--- config.mk ---
export PLATFORM = sky130hd
export DESIGN_NAME = chunked_serial_adder
export DESIGN_NICKNAME = d
export VERILOG_FILES = /design/src/rtl/chunked_serial_adder.sv
export SDC_FILE = /design/constraint.sdc
export NUM_CORES = 1
export LEC_CHECK = 0
export CORE_ASPECT_RATIO = 1.75
export CORE_MARGIN = 4
export CORE_UTILIZATION = 42
export CTS_BUF_LIST = sky130_fd_sc_hd__clkbuf_2
export CTS_CLUSTER_SIZE = 12
export DETAILED_ROUTE_END_ITERATION = 7
export PLACE_DENSITY = 0.67
export SYNTH_ARGS = -nofsm -noshare
export SYNTH_HDL_FRONTEND = slang
export SYNTH_SLANG_ARGS = --single-unit
--- constraint.sdc ---
create_clock -name clk -period 3.17 [get_ports clk]
set_input_delay 0.634 -clock clk [delete_from_list [all_inputs] [get_ports clk]]
set_output_delay 0.634 -clock clk [all_outputs]
set_load 0.01 [all_outputs]
--- src/rtl/chunked_serial_adder.sv ---
// rtl/chunked_serial_adder.sv - multi-cycle WIDTH-bit adder/subtractor, CHUNK bits per clock
// Optional OVERFLOW_FLAG_EN adds the signed-overflow output ovf.
module chunked_serial_adder #(
  parameter int WIDTH = 32,
  parameter int CHUNK = 8
) (
  input  logic             clk,
  input  logic             reset,
  input  logic             start,
  input  logic             sub,
  input  logic [WIDTH-1:0] a,
  input  logic [WIDTH-1:0] b,
  input  logic             c_in,
  output logic             busy,
  output logic             done,
  output logic [WIDTH-1:0] sum,
  output logic             c_out
`ifdef OVERFLOW_FLAG_EN
  ,
  output logic             ovf
`endif
);

  localparam int NCHUNK = WIDTH / CHUNK;
  localparam int CW     = $clog2(NCHUNK) + 1;

  typedef enum logic {S_IDLE, S_RUN} state_t;

  state_t           state_q, state_d;
  logic [WIDTH-1:0] a_q, a_d;
  logic [WIDTH-1:0] b_q, b_d;
  logic [WIDTH-1:0] work_q, work_d;
  logic [WIDTH-1:0] sum_q, sum_d;
  logic [CW-1:0]    idx_q, idx_d;
  logic             carry_q, carry_d;
  logic             c_out_q, c_out_d;
  logic             done_q, done_d;
  logic [CHUNK:0]   chunk_res;
  int               off;
`ifdef OVERFLOW_FLAG_EN
  logic             ovf_q, ovf_d;
`endif

  always_ff @(posedge clk) begin
    if (reset) begin
      state_q <= S_IDLE;
      a_q     <= '0;
      b_q     <= '0;
      work_q  <= '0;
      sum_q   <= '0;
      idx_q   <= '0;
      carry_q <= 1'b0;
      c_out_q <= 1'b0;
      done_q  <= 1'b0;
`ifdef OVERFLOW_FLAG_EN
      ovf_q   <= 1'b0;
`endif
    end else begin
      state_q <= state_d;
      a_q     <= a_d;
      b_q     <= b_d;
      work_q  <= work_d;
      sum_q   <= sum_d;
      idx_q   <= idx_d;
      carry_q <= carry_d;
      c_out_q <= c_out_d;
      done_q  <= done_d;
`ifdef OVERFLOW_FLAG_EN
      ovf_q   <= ovf_d;
`endif
    end
  end

  always_comb begin
    state_d = state_q;
    a_d     = a_q;
    b_d     = b_q;
    work_d  = work_q;
    sum_d   = sum_q;
    idx_d   = idx_q;
    carry_d = carry_q;
    c_out_d = c_out_q;
    done_d  = 1'b0;
`ifdef OVERFLOW_FLAG_EN
    ovf_d   = ovf_q;
`endif
    off       = int'(idx_q) * CHUNK;
    chunk_res = {1'b0, a_q[off +: CHUNK]} + {1'b0, b_q[off +: CHUNK]}
              + {{CHUNK{1'b0}}, carry_q};

    case (state_q)
      S_IDLE: begin
        if (start) begin
          // Subtraction is a + ~b + 1, so the operand is inverted once at capture.
          state_d = S_RUN;
          a_d     = a;
          b_d     = b ^ {WIDTH{sub}};
          carry_d = sub ? 1'b1 : c_in;
          idx_d   = '0;
        end
      end
      S_RUN: begin
        work_d[off +: CHUNK] = chunk_res[CHUNK-1:0];
        carry_d              = chunk_res[CHUNK];
        idx_d                = idx_q + CW'(1);
        if (idx_q == CW'(NCHUNK - 1)) begin
          sum_d   = work_d;
          c_out_d = chunk_res[CHUNK];
          done_d  = 1'b1;
          state_d = S_IDLE;
`ifdef OVERFLOW_FLAG_EN
          // Carry into the MSB is recovered from the MSB sum bit and its operand bits.
          ovf_d = (a_q[WIDTH-1] ^ b_q[WIDTH-1] ^ chunk_res[CHUNK-1]) ^ chunk_res[CHUNK];
`endif
        end
      end
      default: state_d = S_IDLE;
    endcase
  end

  assign busy  = (state_q == S_RUN);
  assign done  = done_q;
  assign sum   = sum_q;
  assign c_out = c_out_q;
`ifdef OVERFLOW_FLAG_EN
  assign ovf   = ovf_q;
`endif

endmodule

==> flow_metrics.env <==
export IMPL_coreArea_sq_um=14000
export IMPL_rsz0062_at_grt="false"
export IMPL_place_area_sq_um=7270
export IMPL_ys_dominant_reg_cell="dfxtp_1"
export IMPL_p_sw_share_pct=32.0
export IMPL_stdcell_area_sq_um=7490
export IMPL_power_density_nw_per_um2=450
export IMPL_grt_pass1_vias=5043
export IMPL_cap_violations=0
export IMPL_async_flop_share_pct=0
export IMPL_cts_sinks=135
export IMPL_drc=0
export IMPL_grt_pass1_wl_mm=23.8
export IMPL_area_growth_pct=24.1
export IMPL_final_nets=825
export IMPL_crit_type="reg -> reg"
export IMPL_finalCritPeriodShare_pct=93.1
export IMPL_power_switching_uw=1080
export IMPL_combPwrFrac_pct=18.4
export IMPL_gp_congestion=0.901
export IMPL_report_final_slew_viol_count=0
export IMPL_ctsRootBufferMaster="clkbuf_2"
export IMPL_dieArea_sq_um=16400
export IMPL_fillCellCount=1349
export IMPL_tightest_slew_ns=0.825
export IMPL_pwr_share_seq_pct=53.7
export IMPL_cp_end_kind="register"
export IMPL_drive_gt1_share_pct=11.7
export IMPL_multiInputGateArea_sq_um=3130
export IMPL_die_h_um=167
export IMPL_clock_latency_ns=0.71
export IMPL_netlist_area_sq_um=6040
export IMPL_floorplan_initialDensity_pct=43.2
export IMPL_power_ir_vdd_worst_v=0.000241
export IMPL_htree_levels=4
export IMPL_critPathLaunchType="register"
export IMPL_synth_edf_count=0
export IMPL_relSlewSlack_pct=44.9
export IMPL_dp_hpwl_mm=11.6
export IMPL_gr_total_overflow=0
export IMPL_power_total_uw=3370
export IMPL_postRouteAntennaNets=0
export IMPL_io_buffers=103
export IMPL_p_int_uw=2290
export IMPL_cts_resized=0
export IMPL_critPathMaxFanout=4
export IMPL_p_clk_share_pct=27.9
export IMPL_setup_violations=0
export IMPL_cts_setup_buffers=0
export IMPL_clockBufferDepth=2
export IMPL_antenna_found_initial=1
export IMPL_drt_total_wl_mm=14.8
export IMPL_min_period_ns=2.95
export IMPL_seq_area_sq_um=2700
export IMPL_grt_usage_pct=18.1
export IMPL_required_ns=3.78
export IMPL_r2r_slack_ns=0.22
export IMPL_yosys_warnings=0
export IMPL_holdCritPathClass="in -> reg"
export IMPL_boundaryPins=104
export IMPL_vias_per_cell=5.34
export IMPL_syn_area_per_cell_sq_um=9.39
export IMPL_cts_buffers=17
export IMPL_syn_num_nets=728
export IMPL_first_pass_iters=7
export IMPL_max_freq_mhz=339
export IMPL_cp_arrival_ns=3.56
export IMPL_status="complete, no violations"
export IMPL_ctsHoldBuffers=0
export IMPL_fin_skew_ns=0.0394
export IMPL_seq_area_frac_synth_pct=44.7
export IMPL_rows=57
export IMPL_postSynthCellCount=643
export IMPL_synth_distinct_cells=51
export IMPL_grt_max_degree=50
export IMPL_fin_setup_tns_ns=0
export IMPL_final_hold_violation_count=0
export IMPL_cts_tree="done"
export IMPL_ys_ff_latch=135
export IMPL_cts_reportedPaths_clkPinSlew_ns=0.23
export IMPL_routedWlPerCell_um=15.9
export IMPL_drt_initial_drc_count=151
export IMPL_fp_dieW_um=98.7
export IMPL_via_count=4969
export IMPL_leakage_uw=0.00268
[metal layers]
layer / track usage [%] / vias to the layer above / share of wire [%]
li1: - / 2471 / -
met1: 18.0 / 2311 / 35
met2: 34.7 / 148 / 57
met3: 3.35 / 39 / 4.1
met4: 9.45 / 0 / 3.9
met5: 0 / - / 0
[cells in the final DEF (no fill, tap or decap), drive strengths merged, types with 4 or more instances in the layout]
cell / netlist / final
and2: 19 / 19
clkbuf: 21 / 17
nand2: 98 / 98
a22oi: 24 / 24
ha: 14 / 14
mux2i: 11 / 11
xor2: 4 / 4
buf: 25 / 23
clkdlybuf4s50: 0 / 101
a21oi: 42 / 42
dfxtp: 135 / 135
a211oi: 34 / 34
o21ai: 46 / 46
nor2: 59 / 59
mux4: 16 / 16
clkinv: 1 / 4
inv: 7 / 16
xnor2: 37 / 37
a32oi: 14 / 14
a22o: 4 / 4
[cells by family (layout without fill, tap and decap cells)]
kind of cell | after synthesis | in the layout | synth area share [%]
AOI/OAI and AO/OA | 178 | 178 | 19.3
adders and majority gates | 16 | 16 | 3.56
xor gates and xnor gates | 41 | 41 | 6.07
buffers and inverters | 54 | 164 | 4.02
other | 0 | 1 | 0
DFF | 135 | 135 | 44.7
muxes | 27 | 27 | 7.79
and+or+nand+nor | 192 | 192 | 14.5
[per-stage QoR]
step / util [%] / setup slack, ns / std cells / hold WS [ns]
after floorplan: - / 0.0447 / 643 / 0.422
after detailed placement: 52.0 / 0.0885 / 898 / 0.442
after global routing: 53.6 / 0.0617 / 931 / 0.340
after CTS: 53.5 / 0.0874 / 930 / 0.345
after global placement: 52.0 / 0.182 / 898 / 0.431
final: 53.6 / 0.218 / 931 / 0.381
[path summary, 6_finish.rpt]
path         startpoint          to  cells after the start
max            idx_q[0]       c_out                      9
min               reset     sum[16]                      4
max reg2reg    idx_q[0]       c_out                      9
min reg2reg  work_q[14]  work_q[14]                      2
[sequential cells by signal, summed over array words and instances, names as in the netlist]
signal and count:
work_q 32, c_out 1, idx_q 3, a_q 32
sum 32, busy 1, carry_q 1, done 1
b_q 32
[layout make-up]
type / count / share of cell area (%)
multi-input cells: 454 / 41.7
flip-flops and latches: 135 / 36.1
repair buffers: 124 / 15.9
well taps: 177 / 2.95
clock inverters: 15 / 1.77
clock buffers: 17 / 1.14
inverters: 8 / 0.401
diodes: 1 / 0.0334
[power by group through the flow]
stage / combinational [uW] / sequential (uW) / clock, uW
5_1_grt: 676 / 1820 / 1040
4_1_cts: 623 / 1810 / 965
3_3_place_gp: 608 / 1840 / 0
6_report: 620 / 1810 / 941
2_1_floorplan: 412 / 1830 / 0
3_5_place_dp: 621 / 1840 / 0
[Yosys cell counts, types with 2 or more instances]
| cell type | n | share of area [%] |
|---|---|---|
| nand2b_1 | 2 | 0.21 |
| a32oi_1 | 14 | 2.0 |
| a22oi_1 | 24 | 3.0 |
| nor2_1 | 56 | 3.5 |
| a31oi_1 | 3 | 0.31 |
| o21ai_0 | 40 | 3.3 |
| buf_2 | 15 | 1.2 |
| fa_1 | 2 | 0.66 |
| a22o_1 | 4 | 0.58 |
| a21o_1 | 3 | 0.37 |
| nand3_1 | 3 | 0.25 |
| clkbuf_1 | 19 | 1.2 |
| nand2_1 | 98 | 6.1 |
| o21ai_1 | 6 | 0.50 |
| buf_1 | 5 | 0.31 |
| buf_4 | 5 | 0.62 |
| mux2i_1 | 11 | 1.8 |
| mux4_2 | 16 | 6.0 |
| a211oi_1 | 33 | 4.1 |
| inv_1 | 6 | 0.37 |
| nand3b_1 | 2 | 0.25 |
| xor2_1 | 4 | 0.58 |
| a21oi_1 | 42 | 3.5 |
| xnor2_1 | 36 | 5.2 |
| clkbuf_2 | 2 | 0.17 |
| dfxtp_1 | 135 | 45 |
| and2_1 | 19 | 2.0 |
| nor3_1 | 2 | 0.17 |
| ha_1 | 14 | 2.9 |
[critical path, cell delays in order (launching register included)]
cell      delay [ns]
dfxtp_2         0.42
mux4_2          0.51
and2_1          0.19
fa_2            0.39
fa_1            0.42
a21o_1          0.23
a221oi_4        0.34
o21bai_1        0.10
a21oi_1         0.20
o21ai_0         0.10
Power figures use the tool's default switching activity.
